File: config.mk
export PLATFORM = sky130hd
export DESIGN_NAME = wide_inv_pipe
export DESIGN_NICKNAME = d
export VERILOG_FILES = /design/src/rtl/wide_inv_pkg.sv /design/src/rtl/wide_inv_stage.sv /design/src/rtl/wide_inv_pipe.sv
export SDC_FILE = /design/constraint.sdc
export NUM_CORES = 1
export LEC_CHECK = 0
export BUFFER_PORTS_ARGS = -buffer_cell sky130_fd_sc_hd__buf_2
export CAP_MARGIN = 20
export CORE_MARGIN = 5
export CORE_UTILIZATION = 54
export CTS_CLUSTER_DIAMETER = 30
export DETAILED_ROUTE_END_ITERATION = 6
export MAX_ROUTING_LAYER = met4
export PLACE_DENSITY = 0.9
export SLEW_MARGIN = 0
export SYNTH_ARGS = -nofsm -noshare
export SYNTH_HDL_FRONTEND = slang
export SYNTH_SLANG_ARGS = --single-unit
export TNS_END_PERCENT = 30
File: constraint.sdc
create_clock -name clock -period 1.4 [get_ports clock]
set_input_delay 0.07 -clock clock [delete_from_list [all_inputs] [get_ports clock]]
set_output_delay 0.07 -clock clock [all_outputs]
set_load 0.01 [all_outputs]
File: src/rtl/wide_inv_pkg.sv
// Shared types and the per-beat word transform for the wide_inv_pipe block.
// The transform works on a fixed maximum width; callers pass their real width.
package wide_inv_pkg;

  typedef enum logic [1:0] {
    MODE_INV  = 2'd0,
    MODE_PASS = 2'd1,
    MODE_MASK = 2'd2,
    MODE_REV  = 2'd3
  } mode_e;

  localparam int WIP_MAX_W = 1024;

  // Reversal is done over the full container and shifted down so that the
  // caller's bit 0 receives its bit width-1; width is a constant at every call.
  function automatic logic [WIP_MAX_W-1:0] wip_transform(
    input mode_e                mode,
    input logic [WIP_MAX_W-1:0] data,
    input logic [WIP_MAX_W-1:0] mask,
    input int                   width
  );
    logic [WIP_MAX_W-1:0] rev;
    for (int i = 0; i < WIP_MAX_W; i++) begin
      rev[i] = data[WIP_MAX_W-1-i];
    end
    case (mode)
      MODE_INV:  wip_transform = ~data;
      MODE_PASS: wip_transform = data;
      MODE_MASK: wip_transform = data ^ mask;
      default:   wip_transform = rev >> (WIP_MAX_W - width);
    endcase
  endfunction

endpackage

File: src/rtl/wide_inv_stage.sv
// One elastic pipeline slot: holds a valid flag and a DW-bit payload.
// The slot reloads whenever it is empty or its content is taken downstream.
module wide_inv_stage #(
  parameter int DW = 32
) (
  input  logic          clock,
  input  logic          rst,
  input  logic          up_valid,
  input  logic [DW-1:0] up_data,
  input  logic          down_ready,
  output logic          valid,
  output logic [DW-1:0] data
);

  logic load;

  assign load = ~valid | down_ready;

  // Payload only moves with a real beat so d_out keeps its last value on bubbles.
  always_ff @(posedge clock or negedge rst) begin
    if (!rst) begin
      valid <= 1'b0;
      data  <= '0;
    end else if (load) begin
      valid <= up_valid;
      if (up_valid) begin
        data <= up_data;
      end
    end
  end

endmodule

File: src/rtl/wide_inv_pipe.sv
// Selectable bitwise transform followed by a DEPTH-stage valid/ready pipeline.
// Optional WIDE_INV_PIPE_PARITY_EN adds an even-parity bit carried with each beat.
module wide_inv_pipe
  import wide_inv_pkg::*;
#(
  parameter int WIDTH       = 32,
  parameter int DEPTH       = 2,
  parameter int INIT_CYCLES = 4
) (
  input  logic             clock,
  input  logic             rst,
  output logic             rdy,
  input  logic             in_valid,
  output logic             in_ready,
  input  mode_e            in_mode,
  input  logic [WIDTH-1:0] in_mask,
  input  logic [WIDTH-1:0] d_in,
  output logic             out_valid,
  input  logic             out_ready,
  output logic [WIDTH-1:0] d_out
`ifdef WIDE_INV_PIPE_PARITY_EN
  ,
  output logic             d_par
`endif
);

  localparam int CW = $clog2(INIT_CYCLES + 1);

`ifdef WIDE_INV_PIPE_PARITY_EN
  localparam int DW = WIDTH + 1;
`else
  localparam int DW = WIDTH;
`endif

  logic [CW-1:0]    init_cnt;
  logic [WIDTH-1:0] xform;
  logic [DW-1:0]    head;
  logic [DEPTH-1:0] s_vld;
  logic [DW-1:0]    s_dat [DEPTH];
  logic [DEPTH-1:0] adv;

  // rdy rises on the edge where the count reaches INIT_CYCLES and then sticks.
  always_ff @(posedge clock or negedge rst) begin
    if (!rst) begin
      init_cnt <= '0;
      rdy      <= 1'b0;
    end else if (!rdy) begin
      init_cnt <= init_cnt + 1'b1;
      if (init_cnt == CW'(INIT_CYCLES - 1)) begin
        rdy <= 1'b1;
      end
    end
  end

  assign xform = WIDTH'(wip_transform(in_mode, WIP_MAX_W'(d_in), WIP_MAX_W'(in_mask), WIDTH));

`ifdef WIDE_INV_PIPE_PARITY_EN
  assign head = {^xform, xform};
`else
  assign head = xform;
`endif

  // adv[k]: the downstream side will take stage k's content this cycle.
  always_comb begin
    adv            = '0;
    adv[DEPTH-1]   = out_ready;
    for (int k = DEPTH - 2; k >= 0; k--) begin
      adv[k] = ~s_vld[k+1] | adv[k+1];
    end
  end

  assign in_ready = rdy & (~s_vld[0] | adv[0]);

  for (genvar k = 0; k < DEPTH; k++) begin : g_stage
    logic          up_valid;
    logic [DW-1:0] up_data;

    if (k == 0) begin : g_head
      assign up_valid = in_valid & rdy;
      assign up_data  = head;
    end else begin : g_link
      assign up_valid = s_vld[k-1];
      assign up_data  = s_dat[k-1];
    end

    wide_inv_stage #(
      .DW(DW)
    ) u_stage (
      .clock      (clock),
      .rst        (rst),
      .up_valid   (up_valid),
      .up_data    (up_data),
      .down_ready (adv[k]),
      .valid      (s_vld[k]),
      .data       (s_dat[k])
    );
  end

  assign out_valid = s_vld[DEPTH-1];
  assign d_out     = s_dat[DEPTH-1][WIDTH-1:0];

`ifdef WIDE_INV_PIPE_PARITY_EN
  assign d_par = s_dat[DEPTH-1][WIDTH];
`endif

endmodule

== Word-level counts from Yosys, hierarchy flattened ==
Index checks and enable logic that the tools add are counted.
Widths: inputs -> output; s select.

* Bitwise operators: 8
* Mux-type cells: 3
* Equal/unequal tests: 3
* Add/subtract/negate cells: 1
* Reduce and logical (&&, ||, !) cells: 3

{| class="wikitable"
|+ Operator list
! kind !! number
|-
| $pmux 32 s3 || 1
|-
| $not 32->32 || 1
|-
| $xor 32x32->32 || 1
|-
| $reduce_and 2->1 || 2
|-
| $add 3x1->3 const B || 1
|-
| $eq 3x2->1 const B || 1
|-
| $and 1x1->1 || 2
|-
| $eq 2x1->1 const B || 1
|-
| $eq 2x2->1 const B || 1
|-
| $logic_not 2->1 || 1
|-
| $mux 1 || 2
|-
| $not 1->1 || 2
|-
| $or 1x1->1 || 2
|}

* Output and inout port bits: 35
* Bits of input ports: 70
* Register bits: 70

== Depth between registers and ports, before layout ==
* Word-level depth: 4
* Mapped depth: 7
* Gate-level depth less buffers: 3

== By module ==
From an unflattened synthesis, not the netlist that was laid out.

* Cell total of the unflattened synthesis: 371
* Area, all modules: 4362.9 sq um

{| class="wikitable"
|+ Modules (own cells, without submodules)
! module !! seq. area each (sq um) !! area each (sq um) !! cells each !! instances
|-
| wide_inv_stage || 825.8 || 1391.3 || 71 || 2
|-
| wide_inv_pipe || 100.1 || 1580.3 || 229 || 1
|}

== Worst setup path before layout ==
No wires, ideal clock.

* Kind: register -> register
* From: reg rdy
* To: reg g_stage[0].u_stage.data[0]
* Library setup time: 0.081 ns
* Stages on the path, launching flop included: 8
* Path buffers: 4
* Arrival time: 1.293 ns
* Path slack: 0.026 ns
* Clock period less this slack: 1.374 ns
* Cells stage by stage: dfrtp_1 -> buf_6 -> and2_4 -> buf_6 -> and2_4 -> buf_6 -> buf_12 -> a31oi_2

* Longest elaborated chain between the ends: 2

{| class="wikitable"
|+ Ends and longest elaborated chain
! element !! line !! RTL
|-
| start: declaration || wide_inv_pipe.sv:12 || <nowiki>output logic rdy,</nowiki>
|-
| start signal: assignment || wide_inv_pipe.sv:46 || <nowiki>rdy <= 1'b0;</nowiki>
|-
| start signal: assignment || wide_inv_pipe.sv:50 || <nowiki>rdy <= 1'b1;</nowiki>
|-
| $and 1x1->1 || wide_inv_pipe.sv:79 || <nowiki>assign up_valid = in_valid & rdy;</nowiki>
|-
| $reduce_and 2->1 (no line) || - ||
|-
| end signal: assignment || wide_inv_stage.sv:27 || <nowiki>data <= up_data;</nowiki>
|-
| end: declaration || wide_inv_stage.sv:12 || <nowiki>output logic [DW-1:0] data</nowiki>
|}

No other way between the ends.
A chain may end at the register's enable or synchronous reset.

== Worst setup path in the final report ==
* From: reg g_stage[1].u_stage.valid
* To: out in_ready

* Longest elaborated chain between the ends: 4

{| class="wikitable"
|+ Ends and longest elaborated chain
! element !! line !! RTL
|-
| start: declaration || wide_inv_stage.sv:11 || <nowiki>output logic valid,</nowiki>
|-
| start signal: assignment || wide_inv_stage.sv:25 || <nowiki>valid <= up_valid;</nowiki>
|-
| $not 1->1 || wide_inv_pipe.sv:68 || <nowiki>adv[k] = ~s_vld[k+1] | adv[k+1];</nowiki>
|-
| $or 1x1->1 || wide_inv_pipe.sv:68 ||
|-
| $or 1x1->1 || wide_inv_pipe.sv:72 || <nowiki>assign in_ready = rdy & (~s_vld[0] | adv[0]);</nowiki>
|-
| $and 1x1->1 || wide_inv_pipe.sv:72 ||
|-
| end: declaration || wide_inv_pipe.sv:14 || <nowiki>output logic in_ready,</nowiki>
|}

No other way between the ends.

==> results.md <==
- On the final layout, the worst hold slack is 0.1093 ns.
- Sorting the synthesized cells by how often they occur yields sky130_fd_sc_hd__dfrtp_1 (70), sky130_fd_sc_hd__a21oi_1 (63), sky130_fd_sc_hd__nor3b_1 (62).
- The standard cell with the maximum stage delay on the critical path is sky130_fd_sc_hd__dfrtp_1.
- The remaining design rule violation count is 0.
- The number of antenna violations at the first check in global routing was 0.
- The fraction of the yosys area taken by sequential cells is 40.80%.
- The primary flip-flop cell chosen by synthesis mapping is sky130_fd_sc_hd__dfrtp_1.
- After detailed routing, the average wire length per cell comes to 18.17 um.
- The final count of hold timing violations is 0.
- The count of mapped cells out of synthesis is 409.
- In this run the power density over the cells is 1245 nW/um^2.
- Routability-driven placement finished with a final weighted congestion of 0.8134.
- The routed via count divided by cell count is 5.865.
- The routed via count is 3613.
- The total count of max-transition violations in the final report is 0.
- The insertion delay to the later sink of the worst-skew pair is 0.36 ns.
- The worst endpoint required time is 1.33 ns.
- The run finished with clean final reports.
- Along the worst hold path, the cell count comes to 3.
- Of the post-synthesis cell area, the dominant cell type holds 40.80%.
- The async set-reset flop share out of synthesis is 100.0%.
- Counting along the longest clock path gives a buffer depth of 2.
- The data arrival time of the critical path is 1.28 ns.
- The largest voltage drop on the vdd net is 0.0005551 V.
- The detailed router finished its first iteration with 279 violations.
- The startpoint type of the worst setup path is a register.
- The area occupied by multi-input gates is 2310 um^2.
- For this run, the total global-route usage over all layers was measured as a little under a quarter.
- Based on the critical path, the design can be clocked at up to 0.7413 GHz.
- At the pin with the least slew margin, the transition time is 0.3659 ns.
- The number of antenna repair diodes is 0.
- The first global-routing pass estimated about 18 mm of wire.
- The worst clock skew is 0.008017 ns.
- The register area is roughly 1800 um^2.
- The half-perimeter wire length of the detailed placement result is ~7.6 mm.
- The number of buffers added by the clock tree synthesis step is 9.
- The number of H-tree branching levels is 3.
- The die covers 9833 um^2.
- The number of fillers in the final layout is 569.
- For this run, the detailed router's first-pass iteration total came to 5.
- After synthesis, the mean cell area works out to between 10 and 15 um^2.
- The port buffer count is 104.
- Entering global routing, the biggest net connects 70 pins.
- The worst setup path is of the register to primary output kind.
- Counting flops with a built-in enable in the synthesized netlist gives 0.
- The area after detailed placement is roughly 4900 um^2.
- For this configuration, the core starts out at a cell density of 55.55%.
- Synthesis produced a netlist with a net count of 481.
- The post-synthesis sequential element count is 70.
- The post-route fraction of the period consumed by the critical path is 96.35%.
- The most used standard cell by instance count after synthesis is sky130_fd_sc_hd__dfrtp_1.
- The min-delay analysis places its worst path in the category input pin to register.
- Ranked by total cell area, the synthesized netlist is headed by sky130_fd_sc_hd__dfrtp_1 (41%), sky130_fd_sc_hd__nor3b_1 (11%), sky130_fd_sc_hd__a31oi_2 (8.7%), sky130_fd_sc_hd__a21oi_1 (7.3%), sky130_fd_sc_hd__xnor2_1 (6.7%).
- The TritonCTS clock tree is yes.
- The total wire length after detailed routing is 11.19 mm.
- With fillers left out, the area of the finished cells amounts to approximately 5200 um^2.
- The type of destination of the critical path is a primary output.
- The number of cells on the worst reg-to-reg path is 4.
- The region available for standard cell placement spans 7727 um^2.
- For this run the aggregate overflow at the end of global routing stands at 0.
- The signal on the critical path passes through nand3b_1 > buf_6 > and2_1 > buf_2.
- The cell row count is 32.
- The leakage power summed over all cells is just over 2 nW.
- Counting distinct cell types in the post-synthesis netlist gives 27.
- Counting I/O delays and the setup requirement, the final critical path takes 1.349 ns.
- The cell area that synthesis handed to floorplanning was 4293 um^2.
- The number of warning messages in the yosys log is 0.
- Cells with a size suffix above 1 make up around 36% of the layout.
- The count of endpoints failing setup in the final report is 0.
- The minimum setup slack after placement is 0.06316 ns.
- Adding up every negative setup slack in the final design gives 0 ns.
- The clock sink count is 70.
- The max-cap check violation count is 0.
- The vertical die dimension is 99.16 um.
- The relative slew slack is 75.61%.
- The biggest area contributor in the post-synthesis netlist is sky130_fd_sc_hd__dfrtp_1.
- The biggest cell delay along the critical path is 0.36 ns.
- The clock slew at the register clock pins of the worst setup and hold paths is 0.07 ns.
- Along the worst path, the maximum fanout reaches 3.
- The tree is rooted in a sky130_fd_sc_hd__clkbuf_8.
- The layout overhead on the synthesized area is 21.01%.
- Setup repair after global routing could not meet its margin everywhere.
- around 110 I/O pins were placed.
- The number of global-route vias before repair is 3712.
- The width of the chip is between 90 and 100 um.
- The final layout net count is 581.
- Setup slack closes at 0.05107 ns.
- The detail route stage leaves a number of antenna-violating nets equal to 0.
- The total power consumption of the routed design is 6.470 mW.
-- cells by family (layout without fill, tap and decap cells) --
family | Yosys count | in the layout | synth area share [%]
AOI/OAI and AO/OA | 128 | 128 | 20.31
and+or+nand+nor | 105 | 106 | 17.11
DFF | 70 | 70 | 40.80
buffers and inverters | 37 | 141 | 5.567
muxes | 34 | 34 | 8.889
xor gates and xnor gates | 33 | 33 | 6.733
adders and majority gates | 2 | 2 | 0.5828
-- metal layers --
metal | global-route usage, % | part of all wire [%]
met2 | 37.45 | 50
met4 | 8.403 | 2.0
met3 | 5.820 | 5.4
met5 | - | 0
met1 | 29.69 | 42
-- area by class of cell --
cell class / count / share of cell area, %
Sequential cell: 70 / 33.72
Timing Repair Buffer: 123 / 14.28
Tap cell: 102 / 2.457
Inverter: 2 / 0.1445
Clock inverter: 5 / 2.023
Multi-Input combinational cell: 303 / 44.46
Clock buffer: 11 / 2.914
-- power breakdown --
part,switching (mW),internal (mW)
registers,0.269,2.45
logic,0.868,0.815
clock network,0.787,1.28
-- registers in the layout, summed over array words and instances, names as in the netlist --
name / flops
g_stage.u_stage.data: 64
init_cnt: 3
g_stage.u_stage.valid: 2
rdy: 1
-- per-stage QoR --
step	std cells	util, %
2_1_floorplan	409	-
3_3_place_gp	594	63.18
3_5_place_dp	594	63.18
4_1_cts	615	67.13
5_1_grt	616	67.23
6_report	616	67.23
-- final timing paths --
path | to | slack, ns | startpoint
max | in_ready | 0.05 | g_stage[1].u_stage.valid
min | g_stage[0].u_stage.data[30] | 0.11 | in_mask[30]
max reg2reg | g_stage[0].u_stage.data[24] | 0.05 | rdy
min reg2reg | g_stage[1].u_stage.data[12] | 0.49 | g_stage[1].u_stage.data[12]
max in group asynchronous | g_stage[1].u_stage.data[10] | 0.70 | rst
min in group asynchronous | g_stage[0].u_stage.data[21] | 0.17 | rst
-- worst max-delay path, delay by kind of cell, from the launching register on --
kind | cells | cell delay, ns
buffers and inverters | 2 | 0.28
DFF | 1 | 0.36
and+or+nand+nor | 2 | 0.28
-- cells in the final DEF (no fill, tap or decap), drive strengths merged, types with 2 or more instances in the layout --
cell type,n
ha,2
mux2,33
clkbuf,11
nand2,3
inv,2
nor3b,62
xnor2,33
dfrtp,70
dlygate4sd3,3
clkinvlp,2
a31oi,33
bufinv,3
nand2b,2
a21oi,63
o21ai,31
buf,120
and2,35
-- timing repair --
item | CTS | global route
hold buffers | 3 | 0
endpoints found under the setup margin | 1 | 12
pin swaps | 1 | 1
endpoints found under the hold margin | 62 | 0
setup buffers | 2 | 0
gates cloned | 0 | 1
resized for setup | 1 | 0
No activity file was read; power rests on OpenSTA's default activity.
